[src/rtl/pipe_memory_skid_if.sv]
// MEM->WB handshake and payload bundle for pipe_memory_skid.
// The master drives the MEM-side payload and the writeback ready. The slave is the pipeline register.
interface pipe_memory_skid_if #(
    parameter int DATA_WIDTH      = 32,
    parameter int WRITE_WIDTH     = 5,
    parameter int RESULTSRC_WIDTH = 2
);
    logic                       flush;
    logic                       validm;
    logic                       readym;
    logic                       regwritem;
    logic [RESULTSRC_WIDTH-1:0] resultsrcm;
    logic [DATA_WIDTH-1:0]      aluresultm;
    logic [DATA_WIDTH-1:0]      readdatam;
    logic [WRITE_WIDTH-1:0]     rdm;
    logic [DATA_WIDTH-1:0]      pcplus4m;
    logic                       validw;
    logic                       readyw;
    logic                       regwritew;
    logic [RESULTSRC_WIDTH-1:0] resultsrcw;
    logic [DATA_WIDTH-1:0]      aluresultw;
    logic [DATA_WIDTH-1:0]      readdataw;
    logic [WRITE_WIDTH-1:0]     rdw;
    logic [DATA_WIDTH-1:0]      pcplus4w;
    logic [DATA_WIDTH-1:0]      resultw;
    logic [1:0]                 countw;

    modport master (
        output flush, validm, regwritem, resultsrcm, aluresultm, readdatam, rdm, pcplus4m, readyw,
        input  readym, validw, regwritew, resultsrcw, aluresultw, readdataw, rdw, pcplus4w,
               resultw, countw
    );

    modport slave (
        input  flush, validm, regwritem, resultsrcm, aluresultm, readdatam, rdm, pcplus4m, readyw,
        output readym, validw, regwritew, resultsrcw, aluresultw, readdataw, rdw, pcplus4w,
               resultw, countw
    );
endinterface

[src/rtl/pipe_memory_skid.sv]
// MEM->WB pipeline register with a 2-entry skid buffer, synchronous flush,
// a local writeback result mux and x0 write suppression.
module pipe_memory_skid #(
    parameter int DATA_WIDTH      = 32,
    parameter int WRITE_WIDTH     = 5,
    parameter int RESULTSRC_WIDTH = 2
) (
    input  logic                clk,
    input  logic                rst_n,
    pipe_memory_skid_if.slave   bus
);
    typedef struct packed {
        logic                       regwrite;
        logic [RESULTSRC_WIDTH-1:0] resultsrc;
        logic [DATA_WIDTH-1:0]      aluresult;
        logic [DATA_WIDTH-1:0]      readdata;
        logic [WRITE_WIDTH-1:0]     rd;
        logic [DATA_WIDTH-1:0]      pcplus4;
    } payload_t;

    typedef enum logic [1:0] {
        EMPTY = 2'd0,
        ONE   = 2'd1,
        FULL  = 2'd2
    } state_t;

    state_t   state, state_nxt;
    payload_t head, skid, incoming;
    logic     head_valid, skid_valid, acc, pop;
    logic     load_head_in, load_head_skid, load_skid;

    assign incoming = '{regwrite:  bus.regwritem,
                        resultsrc: bus.resultsrcm,
                        aluresult: bus.aluresultm,
                        readdata:  bus.readdatam,
                        rd:        bus.rdm,
                        pcplus4:   bus.pcplus4m};

    // The state encoding is the entry count, so both valid bits fall out of it.
    assign head_valid = (state != EMPTY);
    assign skid_valid = (state == FULL);
    assign bus.readym = !skid_valid;
    assign acc        = bus.validm & bus.readym;
    assign pop        = head_valid & bus.readyw;

    always_comb begin
        // NOTE: every output of this block gets a default first so no path can infer a latch.
        state_nxt      = state;
        load_head_in   = 1'b0;
        load_head_skid = 1'b0;
        load_skid      = 1'b0;
        if (bus.flush) begin
            state_nxt = EMPTY;
        end else begin
            case (state)
                EMPTY: if (acc) begin
                    state_nxt    = ONE;
                    load_head_in = 1'b1;
                end
                ONE: begin
                    if (acc && pop) begin
                        load_head_in = 1'b1;
                    end else if (acc) begin
                        state_nxt = FULL;
                        load_skid = 1'b1;
                    end else if (pop) begin
                        state_nxt = EMPTY;
                    end
                end
                FULL: if (pop) begin
                    state_nxt      = ONE;
                    load_head_skid = 1'b1;
                end
                default: state_nxt = EMPTY;
            endcase
        end
    end

    always_ff @(posedge clk or negedge rst_n) begin
        // NOTE: sequential state uses non-blocking assignments so every register samples pre-edge values.
        if (!rst_n) state <= EMPTY;
        else        state <= state_nxt;
    end

    always_ff @(posedge clk or negedge rst_n) begin
        // NOTE: the payload registers are reset too, so the outputs are deterministic right after reset.
        if (!rst_n) begin
            head <= '0;
            skid <= '0;
        end else begin
            if (load_head_in) begin
                head <= incoming;
            end else if (load_head_skid) begin
                head <= skid;
                skid <= '0;
            end
            if (load_skid) skid <= incoming;
        end
    end

    assign bus.validw     = head_valid;
    assign bus.regwritew  = head_valid & head.regwrite & (head.rd != '0);
    assign bus.resultsrcw = head.resultsrc;
    assign bus.aluresultw = head.aluresult;
    assign bus.readdataw  = head.readdata;
    assign bus.rdw        = head.rd;
    assign bus.pcplus4w   = head.pcplus4;
    assign bus.countw     = state;

    always_comb begin
        bus.resultw = '0;
        if (head_valid) begin
            case (head.resultsrc)
                RESULTSRC_WIDTH'(0): bus.resultw = head.aluresult;
                RESULTSRC_WIDTH'(1): bus.resultw = head.readdata;
                RESULTSRC_WIDTH'(2): bus.resultw = head.pcplus4;
                default:             bus.resultw = '0;
            endcase
        end
    end
endmodule

[src/flat_wrapper.sv]
// flat-port wrapper written by rule: the top's interface ports become plain ports
module pipe_memory_skid_flat 
#(
    parameter int DATA_WIDTH      = 32,
    parameter int WRITE_WIDTH     = 5,
    parameter int RESULTSRC_WIDTH = 2
)
  (clk, rst_n, bus_flush, bus_validm, bus_regwritem, bus_resultsrcm, bus_aluresultm, bus_readdatam, bus_rdm, bus_pcplus4m, bus_readyw, bus_readym, bus_validw, bus_regwritew, bus_resultsrcw, bus_aluresultw, bus_readdataw, bus_rdw, bus_pcplus4w, bus_resultw, bus_countw);
  pipe_memory_skid_if #(.DATA_WIDTH(DATA_WIDTH), .WRITE_WIDTH(WRITE_WIDTH), .RESULTSRC_WIDTH(RESULTSRC_WIDTH)) bus_i ();
  input  logic clk;
  input  logic rst_n;
  input wire logic [$bits(bus_i.flush)-1:0] bus_flush;
  input wire logic [$bits(bus_i.validm)-1:0] bus_validm;
  input wire logic [$bits(bus_i.regwritem)-1:0] bus_regwritem;
  input wire logic [$bits(bus_i.resultsrcm)-1:0] bus_resultsrcm;
  input wire logic [$bits(bus_i.aluresultm)-1:0] bus_aluresultm;
  input wire logic [$bits(bus_i.readdatam)-1:0] bus_readdatam;
  input wire logic [$bits(bus_i.rdm)-1:0] bus_rdm;
  input wire logic [$bits(bus_i.pcplus4m)-1:0] bus_pcplus4m;
  input wire logic [$bits(bus_i.readyw)-1:0] bus_readyw;
  output wire logic [$bits(bus_i.readym)-1:0] bus_readym;
  output wire logic [$bits(bus_i.validw)-1:0] bus_validw;
  output wire logic [$bits(bus_i.regwritew)-1:0] bus_regwritew;
  output wire logic [$bits(bus_i.resultsrcw)-1:0] bus_resultsrcw;
  output wire logic [$bits(bus_i.aluresultw)-1:0] bus_aluresultw;
  output wire logic [$bits(bus_i.readdataw)-1:0] bus_readdataw;
  output wire logic [$bits(bus_i.rdw)-1:0] bus_rdw;
  output wire logic [$bits(bus_i.pcplus4w)-1:0] bus_pcplus4w;
  output wire logic [$bits(bus_i.resultw)-1:0] bus_resultw;
  output wire logic [$bits(bus_i.countw)-1:0] bus_countw;
  assign bus_i.flush = bus_flush;
  assign bus_i.validm = bus_validm;
  assign bus_i.regwritem = bus_regwritem;
  assign bus_i.resultsrcm = bus_resultsrcm;
  assign bus_i.aluresultm = bus_aluresultm;
  assign bus_i.readdatam = bus_readdatam;
  assign bus_i.rdm = bus_rdm;
  assign bus_i.pcplus4m = bus_pcplus4m;
  assign bus_i.readyw = bus_readyw;
  assign bus_readym = bus_i.readym;
  assign bus_validw = bus_i.validw;
  assign bus_regwritew = bus_i.regwritew;
  assign bus_resultsrcw = bus_i.resultsrcw;
  assign bus_aluresultw = bus_i.aluresultw;
  assign bus_readdataw = bus_i.readdataw;
  assign bus_rdw = bus_i.rdw;
  assign bus_pcplus4w = bus_i.pcplus4w;
  assign bus_resultw = bus_i.resultw;
  assign bus_countw = bus_i.countw;
  pipe_memory_skid #(.DATA_WIDTH(DATA_WIDTH), .WRITE_WIDTH(WRITE_WIDTH), .RESULTSRC_WIDTH(RESULTSRC_WIDTH)) u_core (.clk(clk), .rst_n(rst_n), .bus(bus_i));
endmodule
[config.mk]
export PLATFORM = sky130hd
export DESIGN_NAME = pipe_memory_skid_flat
export DESIGN_NICKNAME = d
export VERILOG_FILES = /design/src/rtl/pipe_memory_skid_if.sv /design/src/rtl/pipe_memory_skid.sv /design/src/flat_wrapper.sv
export SDC_FILE = /design/constraint.sdc
export NUM_CORES = 1
export LEC_CHECK = 0
export CORE_UTILIZATION = 42
export CTS_CLUSTER_SIZE = 12
export DETAILED_ROUTE_END_ITERATION = 10
export DONT_BUFFER_PORTS = 1
export MAX_ROUTING_LAYER = met4
export PLACE_DENSITY = 0.55
export SLEW_MARGIN = 20
export SYNTH_ARGS = -nofsm -noshare
export SYNTH_HDL_FRONTEND = slang
export SYNTH_SLANG_ARGS = --single-unit
[constraint.sdc]
create_clock -name clk -period 1.85 [get_ports clk]
set_input_delay 0.2775 -clock clk [delete_from_list [all_inputs] [get_ports clk]]
set_output_delay 0.2775 -clock clk [all_outputs]
set_load 0.01 [all_outputs]
## After elaboration in Yosys (flattened, before gate mapping)

Cells that the tools add are included.
Widths: inputs -> output; s select.

- Register bits after elaboration: 210
- Input bits: 109
- Output and inout port bits: 140
- Word-level logic and storage cells: 60

- Equal/unequal tests: 9
- Multiplexer cells: 24
- Bitwise operators: 4
- Reductions and logical operators: 10

Operator list:

| operator | number |
|---|---|
| $mux 104 | 5 |
| $pmux 32 s3 | 1 |
| $mux 32 | 1 |
| $mux 2 | 6 |
| $mux 1 | 9 |
| $ne 3x3->1 const B | 2 |
| $pmux 2 s3 | 1 |
| $reduce_bool 2->1 | 3 |
| $reduce_bool 5->1 | 1 |
| $and 1x1->1 | 4 |
| $eq 2x1->1 const B | 2 |
| $eq 2x2->1 const B | 2 |
| $logic_not 2->1 | 2 |
| $ne 4x2->1 const B | 1 |
| $reduce_and 4->1 | 1 |
| $ne 3x2->1 const B | 1 |
| $ne 2x2->1 const B | 1 |
| $pmux 1 s2 | 1 |
| $reduce_and 2->1 | 1 |
| $logic_and 1x1->1 | 1 |
| $logic_not 1->1 | 1 |

## Logic depth before layout (Yosys ltp)

- Depth after elaboration: 9
- Gate-level depth with buffers: 7
- Gate-level depth less buffers: 3

## Worst setup path after synthesis

OpenSTA, ideal clock, no wires.

- Path kind: register to output
- Start point: register u_core.head (netlist bit u_core.bus.resultsrcw[1])
- End point: output port bus_resultw[10]
- Arrival time: 1.361 ns
- Data required time: 1.572 ns
- Path slack: 0.211 ns
- Cell stages (with the launch flop): 7
- Cell sequence: dfrtp_1 -> buf_2 -> nor2b_1 -> clkbuf_1 -> clkbuf_1 -> nand2_1 -> a21oi_1

- Longest elaborated chain between the ends: 3
- Elaborated cells on any way between the ends: 5
- Classes of those cells: eq/ne: 2; mux: 2; reduce/logical: 1

Ends and longest elaborated chain:

| item | RTL line | source |
|---|---|---|
| start: declaration | pipe_memory_skid.sv:28 | `payload_t head, skid, incoming;` |
| start signal: assignment | pipe_memory_skid.sv:92 | `head <= incoming;` |
| start signal: assignment | pipe_memory_skid.sv:94 | `head <= skid;` |
| $eq 2x2->1, or another cell as far along | pipe_memory_skid.sv:113 | `case (head.resultsrc)` |
| $pmux 32 s3 (*) | pipe_memory_skid.sv:113 |  |
| $mux 32 (*) | pipe_memory_skid.sv:112 | `if (head_valid) begin` |
| end: declaration | flat_wrapper.sv:29 | `output wire logic [$bits(bus_i.resultw)-1:0] bus_resultw;` |

Mark *: on every way between the ends. The rest lies on a longest branch, timed or not.

## Final worst setup path

- Start point: register u_core.head (netlist bit u_core.bus.resultsrcw[1])
- End point: output port bus_resultw[17]

Same word-level chain as after synthesis.

==> results by stage <==
Status:
- The flow ran to the end, but the final reports show violations.
- The checks that failed: hold timing, setup timing.

Global route:
- The first global-routing pass estimated 51.8 mm of wire.
- The initial antenna violation count is 2.
- For met1 alone, demand over resource in global routing was 0.333.
- In this run the most used layer during global routing was met2.
- The total routing usage reported by global routing is 0.264.
- The global-route met2 utilization is 0.429.
- After global routing the overflow that remains totals 0.
- Entering global routing, the biggest net connects 211 pins.
- The via count of the first global-routing pass is 8450.
- The met3 demand-to-capacity share in global routing is 0.0560.

CTS:
- The clock tree from TritonCTS is built.
- The cell at the root of the clock tree is clkbuf_16.
- The quantity of hold-fixing buffers added after cts is 108.
- No sink is reached through more buffers than the 3 on the longest clock path.
- The latest clock arrival within the worst-skew pair is 520 ps.
- In this run the number of H-tree levels came out at 1.
- The TritonCTS buffer count is 25.
- The clock edge transition at the registers on the reported setup and hold paths is 60 ps.
- The number of sinks handled by clock tree synthesis is 210.

Detailed routing:
- The routed wirelength normalized by instance count is 24.6 µm.
- The first-pass iteration count of the detailed router is 5.
- In the routed layout, each cell is associated on average with a via count of 5.96.
- Once detail routing completed, the nets flagged for antenna violations numbered 0.
- For this run, design rule violations remaining after detail routing come to 0.
- The final wirelength is 34.6 mm.
- The violation count after the first detailed-routing iteration is 716.
- The routed layout has 8373 vias.

Worst setup path:
- The worst setup path is launched from a flip-flop.
- The cell depth of the worst flop-to-flop path is 7.
- The worst setup path is captured at an output port.
- The arrival time of data at the critical path endpoint is 1880 ps.
- Along the worst path, the maximum fanout reaches 21.
- The worst path required time is 1570 ps.
- The worst setup path is of the reg2out kind.

STA:
- The final max-slew violation count is 0.
- Dividing the final minimum period by the clock period gives 1.16.
- On the final layout, the worst hold slack is -546 ps.
- Setup repair after global routing could not meet its margin everywhere.
- For the pin with the worst max-slew slack, the measured transition is 516 ps.
- The time the worst path needs with I/O delays and setup is 2150 ps.
- The final number of setup-violating endpoints is 34.
- The final setup skew is 12.0 ps.
- After layout, the worst setup slack is -303 ps.
- The maximum clock rate is 465 MHz.
- The count of endpoints failing hold in the final timing report was 210.
- Measured against its own limit, the worst slew margin works out to 0.656.

Power:
- The internal portion of the total power is 0.00994 W.
- The leakage power is 5.68 nW.
- For this design the ratio of total power to cell area is 1150 nW/µm².
- The share of total power dissipated in the clock network is 0.333.
- For this design the total switching power over the nets is 0.00450 W.
- The combinational fraction of design power is 0.200.
- Of the total power, registers draw 0.467.
- The maximum vdd drop is 0.645 mV.
- Of the total power, the share spent switching nets is 0.312.

Cells and area:
- Of the cells placed in the final design, the portion with a size suffix greater than 1 is 0.154.
- The number of nets in the final layout is 1170.
- In the layout the commonest cells are dfrtp_1 (207), nand2_1 (135), dlygate4sd3_1 (108).
- Leaving out fill and tap cells, the most frequent cell in the layout is dfrtp_1.
- After routing the design area is 12600 µm².
- The area added between synthesis and finish is 18.0%.

Placed design:
- The count of input and output buffers is 0.
- The post-place instance area is 10300 µm².
- Once detailed placement completed, the half-perimeter wirelength came to 19.3 mm.
- The worst setup timing slack at the placement stage is 153 ps.
- At the end of routability-driven placement, the weighted congestion stood at 0.783.

Yosys:
- The number of warning messages in the yosys log is 0.
- Counting every instance in the synthesized netlist gives 1087.
- Synthesis produced a netlist with a net count of 1196.
- The synthesized netlist contains 27 unique library cells.
- Averaged over all synthesized cells, the footprint is 9.82 µm².
- For this run, the leading register cell type out of synthesis is dfrtp_1.
- After synthesis, the share of flip-flops with an asynchronous set or reset is 1.00.
- The synthesized netlist occupies a cell area of 10700 µm².
- The biggest area contributor in the post-synthesis netlist is dfrtp_1.
- Counting flops and latches in the post-synthesis netlist gives 210.
- The count of flip-flops with a built-in enable after synthesis is 0.
- The share of synthesized area occupied by flip-flops and latches is 0.492.
- By area the synthesized netlist is led by dfrtp_1 (49%), a221o_1 (9.7%), buf_4 (8.6%).
- Of the post-synthesis cell area, the dominant cell type holds 0.492.

Min path:
- The min-delay analysis places its worst path in the category in2async.

Run:
- The total of max-cap violations is 0.

Die:
- The standard-cell row count is 57.
- The core outline area is 24600 µm².
- The floorplan step defined a die boundary enclosing 26100 µm².
- For this configuration, the core starts out at a cell density of 0.434.
- Measured along the x axis, the die boundary spans 161 µm.
- The count of boundary I/O pins is 249.
- From bottom edge to top edge, the die measures 161 µm.
-- layer usage --
metal | part of all wire | up-vias
met4 | 0.024 | 0
met1 | 0.41 | 4185
met5 | 0 | -
li1 | - | 3765
met2 | 0.49 | 365
met3 | 0.076 | 58
-- power by group through the flow --
stage               Sequential, W  Clock [W]  Combinational, W
CTS                       0.00674    0.00491           0.00277
detailed placement        0.00682          0           0.00231
global route              0.00687    0.00506           0.00318
global placement          0.00680          0           0.00225
floorplan                 0.00621          0           0.00257
finish                    0.00675    0.00480           0.00290
-- Yosys cell counts, types with 10 or more instances --
cell type / n
dfrtp_1: 210
nand2_1: 137
buf_4: 122
a221o_1: 104
and3_1: 104
nand3_1: 104
o21ai_1: 104
clkbuf_1: 45
a21oi_1: 33
mux2i_1: 33
or2_2: 33
buf_2: 28
buf_6: 10
-- logic make-up (layout without fill, tap and decap cells) --
| group | count (synthesis) | count (layout) | synth area share |
|---|---|---|---|
| multiplexers | 33 | 33 | 0.0309 |
| AND/OR/NAND/NOR | 389 | 389 | 0.185 |
| flip-flops | 210 | 210 | 0.492 |
| other | 0 | 2 | 0 |
| buffers and inverters | 210 | 201 | 0.127 |
| AO/OA/AOI/OAI | 245 | 245 | 0.165 |
-- critical path: stages, from the launching register on --
cell and delay (ps):
dfrtp_2 440, buf_12 180, mux2i_1 140, or2_2 310
a21oi_2 140, buf_4 130
-- sequential cells by signal, indices dropped and copies added (netlist names) --
name                   flops
u_core.bus.countw          2
u_core.bus.readdataw      32
u_core.bus.aluresultw     32
u_core.bus.rdw             5
u_core.skid              104
u_core.bus.resultsrcw      2
u_core.bus.pcplus4w       32
u_core.head                1
-- final cells by class --
| class | count | area, µm² |
|---|---|---|
| Timing Repair Buffer | 156 | 1750 |
| Inverter | 1 | 6.26 |
| Clock buffer | 36 | 727 |
| Tap cell | 324 | 405 |
| Sequential cell | 210 | 5260 |
| Multi-Input combinational cell | 667 | 4390 |
| Clock inverter | 8 | 67.6 |
| Antenna cell | 2 | 5.00 |
| Fill cell | 2294 | 12000 |
-- through the flow --
step	power (W)	util	hold slack (ps)	setup TNS, ps	std cells
finish	0.0144	0.512	-546	-7010	1404
global route	0.0151	0.512	-564	-9040	1404
CTS	0.0144	0.506	-570	-7710	1397
detailed placement	0.00913	0.418	-14.1	0	1241
global placement	0.00905	0.418	-12.4	0	1241
floorplan	0.00878	-	-18.1	0	1087
-- worst paths after layout --
path | start | to | slack [ps]
setup / recovery | u_core.bus.resultsrcw[1] | bus_resultw[17] | -300
hold / removal | rst_n | u_core.bus.pcplus4w[23] | -550
min in group clk | bus_pcplus4m[5] | u_core.bus.pcplus4w[5] | 20
hold reg to reg | u_core.skid[50] | u_core.bus.readdataw[13] | 500
max in group asynchronous | rst_n | u_core.bus.countw[1] | 2040
setup reg to reg | u_core.bus.countw[1] | u_core.bus.readdataw[7] | 70
-- repair_timing --
| action | CTS | global route |
|---|---|---|
| gates resized for setup | 52 | 18 |
| pin swaps | 1 | 8 |
| endpoints found under the setup margin | 34 | 39 |
| setup buffers | 2 | 3 |
| cloned | 3 | 2 |
| endpoints found under the hold margin | 397 | 210 |
No activity file was read; power rests on OpenSTA's default activity.
